--- config.mk ---
export PLATFORM = sky130hd
export DESIGN_NAME = match_controller_flat
export DESIGN_NICKNAME = d
export VERILOG_FILES = /design/src/rtl/match_controller_if.sv /design/src/rtl/match_controller.sv /design/src/flat_wrapper.sv
export SDC_FILE = /design/constraint.sdc
export NUM_CORES = 1
export LEC_CHECK = 0
export BUFFER_PORTS_ARGS = -buffer_cell sky130_fd_sc_hd__buf_4
export CORE_MARGIN = 8
export CORE_UTILIZATION = 45
export DETAILED_ROUTE_END_ITERATION = 8
export GPL_TIMING_DRIVEN = 1
export PLACE_DENSITY = 0.67
export RECOVER_POWER = 50
export SLEW_MARGIN = 0
export SYNTH_ARGS = -nofsm -noshare
export SYNTH_HDL_FRONTEND = slang
export SYNTH_SLANG_ARGS = --single-unit
export TNS_END_PERCENT = 100
--- constraint.sdc ---
create_clock -name clk50M -period 2.1 [get_ports clk50M]
set_input_delay 0.105 -clock clk50M [delete_from_list [all_inputs] [get_ports clk50M]]
set_output_delay 0.105 -clock clk50M [all_outputs]
set_load 0.01 [all_outputs]
--- src/rtl/match_controller_if.sv ---
// Signal bundle between match_controller and its surroundings (graphics, ball mover, display, sound).
// The slave side is the controller itself; master is whatever drives the frame/miss/joystick inputs.
interface match_controller_if;
   logic       endofframe;
   logic [1:0] missed;
   logic       is_moving;
   logic       restart;
   logic [7:0] score_p1;
   logic [7:0] score_p2;
   logic [1:0] point_pulse;
   logic       game_over;
   logic [1:0] winner;

   modport slave (
      input  endofframe, missed, is_moving,
      output restart, score_p1, score_p2, point_pulse, game_over, winner
   );

   modport master (
      output endofframe, missed, is_moving,
      input  restart, score_p1, score_p2, point_pulse, game_over, winner
   );
endinterface

--- src/rtl/match_controller.sv ---
// Match sequencer: turns per-frame border misses into single scoring events, keeps BCD scores,
// drives the ball restart line and holds a timed game-over state before returning to idle.
module match_controller #(
   parameter int WIN_SCORE    = 11,
   parameter int SERVE_FRAMES = 60,
   parameter int OVER_FRAMES  = 180
) (
   input  logic               clk50M,
   input  logic               reset_n,
   match_controller_if.slave  bus
);

   typedef enum logic [1:0] {S_IDLE, S_SERVE, S_PLAY, S_OVER} state_t;

   localparam logic [7:0] WIN_BCD    = {4'(WIN_SCORE / 10), 4'(WIN_SCORE % 10)};
   localparam logic [7:0] SERVE_LOAD = 8'(SERVE_FRAMES);
   localparam logic [7:0] OVER_LOAD  = 8'(OVER_FRAMES);

   state_t     r_state;
   logic       r_eof_q;
   logic [1:0] r_miss_q;
   logic [7:0] r_timer;
   logic       r_restart;
   logic       r_game_over;
   logic [7:0] r_score_p1;
   logic [7:0] r_score_p2;
   logic [1:0] r_point_pulse;
   logic [1:0] r_winner;

   logic       w_tick;
   logic [1:0] w_miss_evt;
   logic [7:0] w_timer_dec;
   logic [7:0] w_p1_inc;
   logic [7:0] w_p2_inc;

   // Two-digit BCD increment that sticks at 99 instead of wrapping.
   function automatic logic [7:0] bcd_inc(input logic [7:0] v);
      if (v == 8'h99)
         return v;
      if (v[3:0] == 4'd9)
         return {v[7:4] + 4'd1, 4'd0};
      return {v[7:4], v[3:0] + 4'd1};
   endfunction

   assign w_tick      = bus.endofframe & ~r_eof_q;
   assign w_miss_evt  = w_tick ? (bus.missed & ~r_miss_q) : 2'b00;
   assign w_timer_dec = (w_tick && (r_timer != 8'd0)) ? (r_timer - 8'd1) : r_timer;
   assign w_p1_inc    = bcd_inc(r_score_p1);
   assign w_p2_inc    = bcd_inc(r_score_p2);

   always_ff @(posedge clk50M) begin
      if (!reset_n) begin
         r_state       <= S_IDLE;
         r_eof_q       <= 1'b0;
         r_miss_q      <= 2'b00;
         r_timer       <= 8'd0;
         r_restart     <= 1'b1;
         r_game_over   <= 1'b0;
         r_score_p1    <= 8'h00;
         r_score_p2    <= 8'h00;
         r_point_pulse <= 2'b00;
         r_winner      <= 2'b00;
      end else begin
         r_eof_q       <= bus.endofframe;
         r_point_pulse <= 2'b00;
         r_timer       <= w_timer_dec;
         if (w_tick)
            r_miss_q <= bus.missed;

         case (r_state)
            S_IDLE: begin
               r_score_p1  <= 8'h00;
               r_score_p2  <= 8'h00;
               r_winner    <= 2'b00;
               r_restart   <= 1'b1;
               r_game_over <= 1'b0;
               if (bus.is_moving) begin
                  r_state <= S_SERVE;
                  r_timer <= SERVE_LOAD;
               end
            end
            S_SERVE: begin
               if ((r_timer == 8'd0) && bus.is_moving) begin
                  r_state   <= S_PLAY;
                  r_restart <= 1'b0;
               end
            end
            S_PLAY: begin
               // A simultaneous hit on both borders is treated as a void rally.
               case (w_miss_evt)
                  2'b11: begin
                     r_state   <= S_SERVE;
                     r_timer   <= SERVE_LOAD;
                     r_restart <= 1'b1;
                  end
                  2'b10: begin
                     r_score_p1       <= w_p1_inc;
                     r_point_pulse[0] <= 1'b1;
                     r_restart        <= 1'b1;
                     if (w_p1_inc == WIN_BCD) begin
                        r_state     <= S_OVER;
                        r_timer     <= OVER_LOAD;
                        r_winner    <= 2'b01;
                        r_game_over <= 1'b1;
                     end else begin
                        r_state <= S_SERVE;
                        r_timer <= SERVE_LOAD;
                     end
                  end
                  2'b01: begin
                     r_score_p2       <= w_p2_inc;
                     r_point_pulse[1] <= 1'b1;
                     r_restart        <= 1'b1;
                     if (w_p2_inc == WIN_BCD) begin
                        r_state     <= S_OVER;
                        r_timer     <= OVER_LOAD;
                        r_winner    <= 2'b10;
                        r_game_over <= 1'b1;
                     end else begin
                        r_state <= S_SERVE;
                        r_timer <= SERVE_LOAD;
                     end
                  end
                  default: ;
               endcase
            end
            S_OVER: begin
               if (r_timer == 8'd0) begin
                  r_state     <= S_IDLE;
                  r_score_p1  <= 8'h00;
                  r_score_p2  <= 8'h00;
                  r_winner    <= 2'b00;
                  r_game_over <= 1'b0;
               end
            end
            default: r_state <= S_IDLE;
         endcase
      end
   end

   assign bus.restart     = r_restart;
   assign bus.game_over   = r_game_over;
   assign bus.score_p1    = r_score_p1;
   assign bus.score_p2    = r_score_p2;
   assign bus.point_pulse = r_point_pulse;
   assign bus.winner      = r_winner;

endmodule

--- src/flat_wrapper.sv ---
// flat-port wrapper written by rule: the top's interface ports become plain ports
module match_controller_flat 
#(
   parameter int WIN_SCORE    = 11,
   parameter int SERVE_FRAMES = 60,
   parameter int OVER_FRAMES  = 180
)
  (clk50M, reset_n, bus_endofframe, bus_missed, bus_is_moving, bus_restart, bus_score_p1, bus_score_p2, bus_point_pulse, bus_game_over, bus_winner);
  match_controller_if bus_i ();
  input  logic clk50M;
  input  logic reset_n;
  input wire logic [$bits(bus_i.endofframe)-1:0] bus_endofframe;
  input wire logic [$bits(bus_i.missed)-1:0] bus_missed;
  input wire logic [$bits(bus_i.is_moving)-1:0] bus_is_moving;
  output wire logic [$bits(bus_i.restart)-1:0] bus_restart;
  output wire logic [$bits(bus_i.score_p1)-1:0] bus_score_p1;
  output wire logic [$bits(bus_i.score_p2)-1:0] bus_score_p2;
  output wire logic [$bits(bus_i.point_pulse)-1:0] bus_point_pulse;
  output wire logic [$bits(bus_i.game_over)-1:0] bus_game_over;
  output wire logic [$bits(bus_i.winner)-1:0] bus_winner;
  assign bus_i.endofframe = bus_endofframe;
  assign bus_i.missed = bus_missed;
  assign bus_i.is_moving = bus_is_moving;
  assign bus_restart = bus_i.restart;
  assign bus_score_p1 = bus_i.score_p1;
  assign bus_score_p2 = bus_i.score_p2;
  assign bus_point_pulse = bus_i.point_pulse;
  assign bus_game_over = bus_i.game_over;
  assign bus_winner = bus_i.winner;
  match_controller #(.WIN_SCORE(WIN_SCORE), .SERVE_FRAMES(SERVE_FRAMES), .OVER_FRAMES(OVER_FRAMES)) u_core (.clk50M(clk50M), .reset_n(reset_n), .bus(bus_i));
endmodule
; Word level (Yosys, flattened, before mapping)
; Cells that the tools add are included.
[word_totals]
ff_bits = 35
in_bits = 6
output_inout_bits = 22
elab_cells = 102
[op_classes]
n_addsub = 5
n_eq_ne = 22
muxes = 47
bitwise_logic = 4
reduce_logical = 14
[ops]
columns = operator, n
row1 = 8-bit 2-to-1 mux, 15
row2 = 8-bit case mux with 3 select lines, 3
row3 = 4-bit by 1-bit adder with 4-bit output (second input constant), 4
row4 = 8-bit by 5-bit equality test with 1-bit output (second input constant), 2
row5 = 8-bit equality test (second input constant), 2
row6 = 2-bit 2-to-1 mux, 8
row7 = 8-bit case mux with 2 select lines, 1
row8 = 1-bit 2-to-1 mux, 13
row9 = 2-bit case mux with 3 select lines, 2
row10 = 3-bit by 2-bit != test with 1-bit output (second input constant), 3
row11 = 3-bit AND reduction, 3
row12 = 2-bit equality test (second input constant), 4
row13 = 4-bit equality test (second input constant), 2
row14 = 8-bit zero test, 1
row15 = 2-bit case mux with 4 select lines, 1
row16 = 8-bit nonzero test, 1
row17 = 8-bit by 1-bit subtractor with 8-bit output (second input constant), 1
row18 = 2-bit by 1-bit != test with 1-bit output (second input constant), 3
row19 = 2-bit != test (second input constant), 3
row20 = 1-bit case mux with 3 select lines, 2
row21 = 3-bit nonzero test, 2
row22 = 5-bit AND reduction, 1
row23 = 2-bit by 1-bit equality test with 1-bit output (second input constant), 2
row24 = 4-bit by 3-bit != test with 1-bit output (second input constant), 1
row25 = 11 further kinds, 12

; Longest topological paths before layout
; Gate-level depths: netlist of run 1.
[depth]
word_depth = 9
depth_mapped = 9

; Worst setup path after synthesis of run 1
; Ideal clock, no wire load.
[synth_timing]
path_type = flip-flop to flip-flop
startpoint = register u_core.r_eof_q
endpoint = register u_core.r_winner[1], in the netlist u_core.bus.winner[1]
setup_ns = 0.119
arrival_time_ns = 2.066
required_ns = 1.981
slack_ns = -0.085
stages_incl_launch_ff = 10
n_path_buf = 1
path_cell_list = dfxtp_1 nand2b_1 nor3b_1 inv_1 ha_1 clkbuf_1 o21ai_0 a21oi_1 a21o_1 o221a_1
[synth_via]
elab_chain_len = 6
word_cells_on_any_way = 11
cone_classes = 5 x eq/ne / 3 x mux / 2 x bitwise / 1 x reduce/logical
[synth_lines]
columns = element, line
row1 = "start, declared", match_controller.sv:20  ; logic r_eof_q;
row2 = "start signal, assigned", match_controller.sv:64  ; r_eof_q <= bus.endofframe;
row3 = 1-bit NOT *, match_controller.sv:45  ; assign w_tick = bus.endofframe & ~r_eof_q;
row4 = 1-bit bitwise AND *, match_controller.sv:45
row5 = 2-bit 2-to-1 mux *, match_controller.sv:46  ; assign w_miss_evt = w_tick ? (bus.missed & ~r_miss_q) : 2'b00;
row6 = 2-bit by 1-bit equality test with 1-bit output / 2-bit equality test (equally long branches), match_controller.sv:90  ; case (w_miss_evt)
row7 = 2-bit case mux with 2 select lines / 3-bit by 2-bit != test with 1-bit output (equally long branches), n/a
row8 = 2-bit case mux with 3 select lines / 5-bit AND reduction (equally long branches), n/a
row9 = "end signal, assigned", match_controller.sv:62  ; r_winner <= 2'b00;
row10 = "end signal, assigned", match_controller.sv:74  ; r_winner <= 2'b00;
row11 = "end signal, assigned", match_controller.sv:103  ; r_winner <= 2'b01;
row12 = "end, declared", match_controller.sv:28  ; logic [1:0] r_winner;
; Every way passes the cells marked *; elsewhere a longest branch is shown, timed or not.
; A chain may end at the register's enable or synchronous reset.

; Final worst setup path of run 1
[layout_timing]
startpoint = register u_core.r_timer[0]
endpoint = register u_core.r_timer[4]
[layout_via]
elab_chain_len = 5
word_cells_on_any_way = 7
cone_classes = 1 x add/sub / 4 x mux / 2 x reduce/logical
[layout_lines]
columns = element, line
row1 = "start, declared", match_controller.sv:22  ; logic [7:0] r_timer;
row2 = "start signal, assigned", match_controller.sv:66  ; r_timer <= w_timer_dec;
row3 = "parallel branches: the longest is 2 deep, another holds 8-bit by 1-bit subtractor with 8-bit output", n/a
row4 = 8-bit 2-to-1 mux *, match_controller.sv:47  ; assign w_timer_dec = (w_tick && (r_timer != 8'd0)) ? (r_timer - 8'd1) : r_timer;
row5 = 8-bit case mux with 3 select lines / 8-bit 2-to-1 mux (equally long branches), "match_controller.sv:90, match_controller.sv:77"
row6 = 8-bit case mux with 2 select lines *, match_controller.sv:70  ; case (r_state)
; Mark *: on every way between the ends.

==> key figures, run 1 <==
Logic synthesis
  – Most frequent cell after synthesis: dfxtp_1
  – FF+latch count, synth: 35
  – Commonest cells in the netlist: dfxtp_1, nand2_1, a21oi_1
  – Synth top area cells: dfxtp_1, ha_1, a21oi_1
  – Syn Std Cell Area: 0.00210 mm2
  – Synth top area share: 33.3%
  – Syn avg cell area: 8.45 um2
  – Post-synth top flop: dfxtp_1
  – Yosys top cell by area: dfxtp_1
  – Post-synth EDFFs: 0
  – Synth unique cells: 59
  – Post-synthesis sequential area ratio: 33.3%
  – Syn_nets: 265
  – Post-synth ARST share: 0%
  – Syn Inst Count: 249
  – Synthesis warning total: 0

CTS
  – Reg clk slew, reported paths: 0.07 ns
  – CTS root buf: clkbuf_8
  – Postcts setup bufs: 0
  – Post-CTS sizing: 0
  – Worst-Skew Late Latency: 0.28 ns
  – Num CTS Buffers: 5
  – CTS Hold Buffers Added: 0
  – CTS H-tree depth: 2
  – CTS tree: built
  – Clk sinks: 35
  – Max Root-Sink Buffers: 2

Routing
  – Final antenna-violating net count: 0
  – Via count: 1909
  – DR vias/cell: 5.58
  – Final WL: 4760 um
  – Initial DRC count: 128
  – Drt first pass iters: 4
  – # DRC: 0
  – Post-DR wirelength/cell: 13.9 um

Cells and area
  – Share of cells above drive strength 1: 14.9%
  – Post-Layout Inst Area: 0.00248 mm2
  – # fillers: 455
  – Nets: 303
  – Final core occ: 53.6%
  – # diodes: 0
  – Finished Layout Cells: 342
  – Area growth from synthesis to layout: 18.1%

Critical path
  – Slowest CP cell: a2111oi_1
  – Top delay family on crit path: compound AO/OA/AOI/OAI gates
  – Crit path max fanout: 3
  – Cells along the critical path: inv_1 -> ha_1 -> nor3b_1 -> a2111oi_1 -> buf_4 -> nor2b_1 -> xnor2_1 -> a21boi_1
  – Largest stage delay, worst path: 0.49 ns
  – Crit path DAT: 2.11 ns
  – Startpoint types: register
  – CP Data Required Time: 2.26 ns
  – Critical path type: reg -> reg
  – Critical path capture point type: register
  – Worst path bufs/invs: 2

Run
  – Max-Cap Viols: 0

Die
  – Die Area: 0.00712 mm2
  – Core ar.: 0.00463 mm2
  – I/O pins: 28
  – Die width: 84.4 um
  – Die Y: 84.4 um
  – FP Rows: 25
  – Initial cell density of the core: 45.4%

STA
  – Period minus WS final: 1.95 ns
  – Setup TNS: 0 ns
  – Worst Skew: 0.00538 ns
  – Final slew viol count: 0
  – Max Fclk: 514 MHz
  – RSZ-0062 raised after global routing: no
  – Final worst setup slack: 0.153 ns
  – Slew HR: 21.5%
  – Worst Tran Pin Value: 1.18 ns
  – Final setup fails: 0
  – Tcrit/Tclk final: 92.7%
  – Final hold vios: 0

Placement
  – Routability cong.: 0.827
  – Number of port buffers: 27
  – HPWL after detailed placement: 3490 um
  – DP Worst Slack: 0.102 ns
  – Dpl cells: 334
  – Post-DP Area: 0.00245 mm2

GRT
  – First-pass GRT wire length: 8470 um
  – Pin count of the biggest net entering global routing: 30
  – Vias in the first global route: 1888
  – Tot GR Track Use: 14.2%
  – Antenna violations before repair: 0
  – Overflow after GRT: 0

Status
  – Status: finished, final reports clean

Power and ir drop
  – Lkg Pwr: 0.925 nW
  – Power Density: 579 mW/mm2
  – Worst vdd ir: 440 uV

Worst hold path
  – Hold crit path type: in -> reg
-- area by class of cell --
type / instances / area [um2] / share of cell area, %
well taps: 54 / 67.6 / 2.72
clock buffers: 7 / 76.3 / 3.07
multi-input cells: 188 / 1330 / 53.6
flip-flops and latches: 35 / 701 / 28.2
clock inverters: 1 / 5.00 / 0.202
repair buffers: 45 / 259 / 10.4
inverters: 12 / 45.0 / 1.81
-- per-layer routing --
layer | up-vias | routed length (um) | track usage (%)
met5 | - | 0 | 0
met4 | 0 | 55 | 5.02
met3 | 7 | 249 | 3.90
met2 | 42 | 2090 | 22.2
met1 | 872 | 2360 | 18.1
li1 | 988 | - | -
-- cells by family (layout without fill, tap and decap cells) --
family                   Yosys count  after routing  synth area share, %
adder cells (fa/ha/maj)           10             10                 5.95
AO/OA/AOI/OAI                     79             79                 25.5
multiplexers                       2              2                 1.01
buffers and inverters             26             65                 5.23
AND/OR/NAND/NOR                   90             90                 26.1
XOR/XNOR                           7              7                 2.91
flip-flops                        35             35                 33.3
-- report_power, final --
| part | internal [mW] | switching, mW |
|---|---|---|
| sequential | 0.692 | 0.0227 |
| clock | 0.233 | 0.239 |
| combinational | 0.116 | 0.134 |
| total | 1.04 | 0.396 |
-- cell usage in the layout, fill, tap and decap left out, types with 5 or more instances in the layout --
cell      instances
a211oi_1          6
nand3b_1          7
inv_1            11
clkbuf_1         23
nor2_1           12
buf_4            24
nand2b_1          5
dfxtp_1          35
ha_1              8
o21ai_0          11
nand3_1           8
nand2_1          20
a21boi_1          7
clkbuf_8          5
o31ai_1           5
nor2b_1           8
a21oi_1          15
o21ai_1           5
-- per-stage QoR --
stage	hold slack, ns	total power, mW
6_report	0.0429	1.44
5_1_grt	0.0385	1.52
4_1_cts	0.0387	1.45
3_5_place_dp	0.339	0.976
3_3_place_gp	0.329	0.972
2_1_floorplan	0.227	0.899
-- worst paths after layout --
kind	start	end	slack, ns	depth (start not counted)
max	u_core.r_timer[0]	u_core.r_timer[4]	0.15	8
min	bus_endofframe	u_core.r_eof_q	0.04	2
max reg2reg	u_core.r_timer[0]	u_core.r_timer[4]	0.15	8
min reg2reg	u_core.bus.game_over	u_core.bus.game_over	0.45	2
-- registers in the layout, indices dropped and copies added (netlist names) --
name	count
u_core.bus.game_over	1
u_core.bus.restart	1
u_core.bus.score_p2	8
u_core.bus.winner	2
u_core.bus.point_pulse	2
u_core.r_miss_q	2
u_core.r_timer	8
u_core.r_eof_q	1
u_core.bus.score_p1	8
u_core.r_state	2
No activity file was read; power rests on OpenSTA's default activity.
==> inputs of run 2 (changes only) <==
--- a/config.mk
+++ b/config.mk
@@ -12,6 +12,7 @@
 export GPL_TIMING_DRIVEN = 1
 export PLACE_DENSITY = 0.67
 export RECOVER_POWER = 50
+export SETUP_SLACK_MARGIN = 0.5
 export SLEW_MARGIN = 0
 export SYNTH_ARGS = -nofsm -noshare
 export SYNTH_HDL_FRONTEND = slang
==> run 2 against run 1 <==
  * Worst setup slack improved by 0.053 ns
  * Utilization increased by 11 points
  * Highest routed layer unchanged
  * Routed wire length increased by 16%
  * Largest cell class unchanged
  * Hold slack improved by 0.015 ns
  * First-iteration DRC count increased by 4.7%
==> key figures, run 2 (synthesis gave the netlist of run 1 again) <==
Status
  – Status: finished, final reports clean

STA
  – Tcrit/Tclk final: 90.2% (-2.5 points)
  – Period minus WS final: 1.89 ns (-0.0533 ns)
  – Setup TNS: 0 ns (unchanged)
  – Worst Tran Pin Value: 1.17 ns (-0.00897 ns)
  – Final setup fails: 0 (unchanged)
  – Final slew viol count: 0 (unchanged)
  – Max Fclk: 528 MHz (+2.8%)
  – RSZ-0062 raised after global routing: yes
  – Slew HR: 22.1% (+0.60 points)
  – Final worst setup slack: 0.206 ns (+0.0533 ns)
  – Final hold vios: 0 (unchanged)
  – Worst Skew: 0.00858 ns (+0.00320 ns)
  – Worst Hold Slack: 0.0574 ns (+0.0146 ns)

Cells and area
  – Multi-input logic area: 0.00160 mm2 (+20%)
  – Nets: 326 (+7.6%)
  – # diodes: 0 (unchanged)
  – Most frequent cells in the layout: buf_4, dfxtp_1, nand2_1, clkbuf_1, nor2_1
  – Share of cells above drive strength 1: 37.9% (+23 points)
  – Area growth from synthesis to layout: 42.7%
  – Post-Layout Inst Area: 0.00300 mm2 (+21%)
  – Most common cell after layout, fill and taps aside: buf_4
  – Register area: 706 um2 (+0.71%)
  – # fillers: 378 (-17%)
  – Finished Layout Cells: 365 (+6.7%)
  – Final core occ: 64.8% (+11 points)

Routing
  – Drt first pass iters: 4 (unchanged)
  – Via count: 2052 (+7.5%)
  – # DRC: 0 (unchanged)
  – Initial DRC count: 134 (+4.7%)
  – Post-DR wirelength/cell: 15.1 um (+8.5%)
  – Final WL: 5510 um (+16%)
  – Final antenna-violating net count: 0 (unchanged)
  – DR vias/cell: 5.62 (+0.72%)

GRT
  – Pin count of the biggest net entering global routing: 30 (unchanged)
  – GR Layer Usage met2: 23.8% (+1.6 points)
  – Tot GR Track Use: 14.6% (+0.42 points)
  – Overflow after GRT: 0 (unchanged)
  – Most used routing layer: met2
  – GRT met1 Usage: 18.2% (+0.094 points)
  – Antenna violations before repair: 0 (unchanged)
  – Met3 Use GR: 4.20% (+0.29 points)
  – First-pass GRT wire length: 8750 um (+3.3%)
  – Vias in the first global route: 1920 (+1.7%)

Power and ir drop
  – Internal Power: 1.19 mW (+14%)
  – Clk pwr share: 33.0% (+0.2 points)
  – Power Density: 548 mW/mm2 (-5.4%)
  – Combinational power share: 22.3% (+4.9 points)
  – Worst vdd ir: 380 uV (-14%)
  – Psw: 458 uW (+15%)
  – Net Sw Frac: 27.8% (+0.27 points)
  – Sequential share of power: 44.7% (-5.0 points)
  – Power Total: 1.64 mW (+14%)
  – Lkg Pwr: 1.14 nW (+23%)

Die
  – Initial cell density of the core: 45.4% (unchanged)
  – Die Area: 0.00712 mm2 (unchanged)
  – Die width: 84.4 um (unchanged)
  – I/O pins: 28 (unchanged)
  – Core ar.: 0.00463 mm2 (unchanged)
  – Die Y: 84.4 um (unchanged)
  – FP Rows: 25 (unchanged)

CTS
  – Clk sinks: 35 (unchanged)
  – Num CTS Buffers: 5 (unchanged)
  – Reg clk slew, reported paths: 0.07 ns (about the same)
  – CTS tree: built
  – CTS root buf: clkbuf_8
  – CTS H-tree depth: 2 (unchanged)
  – Worst-Skew Late Latency: 0.29 ns (about the same)
  – Max Root-Sink Buffers: 2 (unchanged)

Critical path
  – Crit path DAT: 2.07 ns (-0.04 ns)
  – R2R Path Start: u_core.bus.score_p1[3]
  – Slowest CP cell: dfxtp_1
  – Largest stage delay, worst path: 0.50 ns (about the same)
  – CP Data Required Time: 2.28 ns (+0.02 ns)
  – Critical path type: reg -> reg
  – Top delay family on crit path: compound AO/OA/AOI/OAI gates
  – Crit path max fanout: 8 (+5)
  – Cells along the critical path: and4bb_4 -> a21oi_2 -> o41ai_4 -> a211oi_2 -> o221a_1
  – R2r setup slk: 0.21 ns (+0.05 ns)
  – Reg2reg path depth: 5 (-3)
  – FF-to-FF End: u_core.bus.winner[1]
  – Startpoint types: register
  – Critical path capture point type: register
  – Worst path bufs/invs: 0 (-2)

Worst hold path
  – Hold crit path type: in -> reg
  – Hold-critical path depth: 2 (unchanged)
  – Hold path start: bus_endofframe
  – Worst Hold Path EP: u_core.r_eof_q

Placement
  – Routability cong.: 0.815 (-1.5%)
  – Dpl cells: 327 (-2.1%)
  – DP Worst Slack: 0.119 ns (+0.0175 ns)
  – HPWL after detailed placement: 3470 um (-0.46%)
  – Number of port buffers: 27 (unchanged)
  – Post-DP Area: 0.00251 mm2 (+2.6%)

Run
  – Max-Cap Viols: 0 (unchanged)
==> run 2: cell count changes in the layout (fill, tap and decap cells not counted), moves of 4 or more <==
cell      delta
buf_4       +25
dfxtp_2      +4
a21oi_1      -7
a21oi_2      +6
o21ai_2      +4
inv_2        +4
inv_1        -5
clkbuf_1     -7
o21ai_0      -9
ha_4         +5
o21ai_1      +5
dfxtp_1      -4
==> run 2: what timing repair did <==
item | CTS | global route
setup endpoints to repair | 29 | 29
pin swaps | 29 | 11
gates resized for setup | 50 | 13
gates cloned | 0 | 0
buffers inserted | 22 | 8
hold buffers | 0 | 0
==> run 2: per-layer routing <==
| layer | routed length (um) | share of wire, % | up-vias |
|---|---|---|---|
| li1 | - | - | 1037 |
| met1 | 2620 | 48 | 969 |
| met2 | 2640 | 48 | 41 |
| met3 | 206 | 3.7 | 5 |
| met4 | 40 | 0.73 | 0 |
| met5 | 0 | 0 | - |
==> run 2: worst reg2reg max path: cells and delay by family, from the launching register on <==
family,cells,cell delay [ns]
AND/OR/NAND/NOR,1,0.35
flip-flops,1,0.50
AO/OA/AOI/OAI,4,0.94
==> run 2: how the worst max path moves through the flow <==
| stage | startpoint | to | cells after the start |
|---|---|---|---|
| global route | u_core.bus.score_p2[2] | u_core.r_timer[3] | 5 |
| finish | u_core.bus.score_p1[3] | u_core.bus.winner[1] | 5 |
| floorplan | u_core.bus.score_p2[1] | u_core.r_timer[3] | 6 |
| CTS | u_core.bus.score_p2[1] | u_core.bus.game_over | 5 |
| global placement | u_core.r_eof_q | u_core.bus.winner[1] | 8 |
| detailed placement | u_core.r_eof_q | u_core.bus.winner[1] | 8 |
==> run 2: power groups by stage <==
stage          combinational (mW)  sequential [mW]  clock [mW]
3_3_place_gp                0.249            0.742           0
6_report                    0.367            0.734       0.543
5_1_grt                     0.399            0.738       0.589
3_5_place_dp                0.250            0.742           0
4_1_cts                     0.314            0.726       0.558
2_1_floorplan               0.205            0.733           0
==> run 2: area by class of cell <==
| type | count | area share [%] |
|---|---|---|
| timing repair buffer | 68 | 15.9 |
| multi-input combinational | 188 | 53.4 |
| tap | 54 | 2.25 |
| clock buffer | 8 | 3.33 |
| inverter | 12 | 1.63 |
| sequential | 35 | 23.5 |
==> inputs of run 3 (changes only) <==
--- a/config.mk
+++ b/config.mk
@@ -8,6 +8,7 @@
 export BUFFER_PORTS_ARGS = -buffer_cell sky130_fd_sc_hd__buf_4
 export CORE_MARGIN = 8
 export CORE_UTILIZATION = 45
+export CTS_BUF_LIST = sky130_fd_sc_hd__clkbuf_4 sky130_fd_sc_hd__clkbuf_8
 export DETAILED_ROUTE_END_ITERATION = 8
 export GPL_TIMING_DRIVEN = 1
 export PLACE_DENSITY = 0.67
==> run 3 against run 2 <==
  * Hold slack worse by 0.00078 ns
  * Final cell count unchanged
  * Critical path depth unchanged
  * Flip-flop and latch count unchanged
  * Clock skew about the same
  * Combinational power about the same
  * Utilization unchanged
  * Die area unchanged
  * Clock-buffer cell count unchanged
  * Critical path type unchanged
  * Critical endpoint is now u_core.bus.game_over
==> key figures, run 3 (synthesis gave the netlist of run 1 again) <==
CTS
  – Max Root-Sink Buffers: 2 (unchanged)
  – CTS tree: built
  – Num CTS Buffers: 5 (unchanged)
  – Reg clk slew, reported paths: 0.07 ns (about the same)
  – Worst-Skew Late Latency: 0.29 ns (about the same)
  – CTS H-tree depth: 2 (unchanged)
  – CTS root buf: clkbuf_8
  – CTS Hold Buffers Added: 0 (unchanged)
  – Clk sinks: 35 (unchanged)

Placement
  – Routability cong.: 0.815 (unchanged)
  – DP Worst Slack: 0.119 ns (unchanged)
  – Dpl cells: 327 (unchanged)
  – Number of port buffers: 27 (unchanged)
  – HPWL after detailed placement: 3470 um (unchanged)

Cells and area
  – # fillers: 379 (+0.26%)
  – Most common cell after layout, fill and taps aside: buf_4
  – # diodes: 0 (unchanged)
  – Final core occ: 64.8% (unchanged)
  – Most frequent cells in the layout: buf_4, dfxtp_1, nand2_1, clkbuf_1, nor2_1
  – Share of cells above drive strength 1: 37.9% (unchanged)
  – Area growth from synthesis to layout: 42.7% (unchanged)
  – Finished Layout Cells: 365 (unchanged)
  – Nets: 326 (unchanged)

GRT
  – Tot GR Track Use: 14.6% (+0.047 points)
  – Vias in the first global route: 1926 (+0.31%)
  – First-pass GRT wire length: 8780 um (+0.31%)
  – Antenna violations before repair: 0 (unchanged)
  – Overflow after GRT: 0 (unchanged)
  – Pin count of the biggest net entering global routing: 30 (unchanged)

Die
  – I/O pins: 28 (unchanged)
  – Die Y: 84.4 um (unchanged)
  – Die Area: 0.00712 mm2 (unchanged)
  – Die width: 84.4 um (unchanged)
  – Initial cell density of the core: 45.4% (unchanged)
  – FP Rows: 25 (unchanged)
  – Core ar.: 0.00463 mm2 (unchanged)

Critical path
  – Critical path capture point type: register
  – Critical path destination: u_core.bus.game_over
  – Startpoint types: register
  – Crit path DAT: 2.11 ns (+0.04 ns)
  – Crit path max fanout: 9 (+1)
  – Reg2reg path depth: 5 (unchanged)
  – CP Data Required Time: 2.33 ns (+0.05 ns)
  – R2r setup slk: 0.22 ns (about the same)
  – R2R Path Start: u_core.bus.score_p2[2]
  – FF-to-FF End: u_core.bus.game_over
  – Start point of the critical path: u_core.bus.score_p2[2]
  – Critical path type: reg -> reg

Power and ir drop
  – Lkg Pwr: 1.14 nW (+0.29%)
  – Power Total: 1.66 mW (+0.77%)
  – Power Density: 552 mW/mm2 (+0.77%)
  – Sequential share of power: 44.3% (-0.4 points)
  – Combinational power share: 22.1% (-0.2 points)
  – Internal Power: 1.20 mW (+1.1%)
  – Clk pwr share: 33.6% (+0.6 points)
  – Psw: 457 uW (about the same)
  – Net Sw Frac: 27.6% (-0.23 points)
  – Worst vdd ir: 384 uV (+0.94%)

Routing
  – Final antenna-violating net count: 0 (unchanged)
  – DR vias/cell: 5.59 (-0.49%)
  – # DRC: 0 (unchanged)
  – Initial DRC count: 125 (-6.7%)
  – Post-DR wirelength/cell: 15.0 um (-0.40%)
  – Final WL: 5490 um (-0.40%)
  – Via count: 2042 (-0.49%)
  – Drt first pass iters: 4 (unchanged)

STA
  – Final hold vios: 0 (unchanged)
  – Max Fclk: 531 MHz (+0.46%)
  – Final slew viol count: 0 (unchanged)
  – Period minus WS final: 1.88 ns (-0.00871 ns)
  – Tcrit/Tclk final: 89.8% (-0.41 points)
  – Worst Tran Pin Value: 1.17 ns (+0.00250 ns)
  – Final setup fails: 0 (unchanged)
  – RSZ-0062 raised after global routing: yes
  – Setup TNS: 0 ns (unchanged)
  – Worst Skew: 0.00905 ns (+0.000470 ns)
  – Slew HR: 21.9% (-0.17 points)
  – Final worst setup slack: 0.215 ns (+0.00871 ns)

Status
  – Status: finished, final reports clean

Worst hold path
  – Hold crit path type: in -> reg

Run
  – Max-Cap Viols: 0 (unchanged)
## run 3: changes by cell type in the layout (fill, tap and decap cells not counted)
cell	change
o21ai_1	+1
clkbuf_1	-1
clkbuf_4	+1
o21ai_2	-1
## run 3: per-layer routing
| layer | wire length (um) | track usage [%] | vias up |
|---|---|---|---|
| li1 | - | - | 1033 |
| met1 | 2640 | 18.2 | 970 |
| met2 | 2620 | 23.9 | 35 |
| met3 | 187 | 4.20 | 4 |
| met4 | 37 | 3.88 | 0 |
| met5 | 0 | 0 | - |
## run 3: final cells by class
class | count | area, um2 | area share [%]
clock buffer | 8 | 104 | 3.46
inverter | 12 | 48.8 | 1.63
multi-input combinational | 188 | 1600 | 53.2
sequential | 35 | 706 | 23.5
tap | 54 | 67.6 | 2.25
timing repair buffer | 68 | 478 | 15.9
## run 3: per-stage QoR
step                      instance area, um2  hold slack [ns]
final                                   3000           0.0567
after global routing                    3000           0.0668
after CTS                               2950           0.0486
after detailed placement                2510            0.350
after global placement                  2510            0.349
after floorplan                         2240            0.227
## run 3: how the worst min path moves through the flow
stage / start / to / slack, ns / cells past startpoint
final: bus_endofframe / u_core.r_eof_q / 0.06 / 2
after floorplan: bus_endofframe / u_core.r_eof_q / 0.23 / 1
after global placement: bus_endofframe / u_core.r_eof_q / 0.35 / 2
after CTS: bus_endofframe / u_core.r_eof_q / 0.05 / 2
after global routing: bus_endofframe / u_core.r_eof_q / 0.07 / 2
after detailed placement: bus_endofframe / u_core.r_eof_q / 0.35 / 2
## run 3: what timing repair did
| action | in CTS | in global routing |
|---|---|---|
| setup buffers | 22 | 8 |
| pin swaps | 29 | 11 |
| setup endpoints to repair | 29 | 29 |
| gates resized for setup | 50 | 12 |
## run 3: worst max-delay path: stages, from the launching register on
cell,delay (ns)
dfxtp_1,0.40
or4_4,0.53
nor4b_4,0.27
nand2_2,0.16
a221o_1,0.35
a21oi_2,0.11
## run 3: power by group through the flow
stage               Clock, mW  Sequential (mW)  Combinational (mW)
finish                  0.556            0.734               0.366
global route            0.601            0.738               0.399
CTS                     0.572            0.726               0.314
detailed placement          0            0.742               0.250
global placement            0            0.742               0.249
floorplan                   0            0.733               0.205
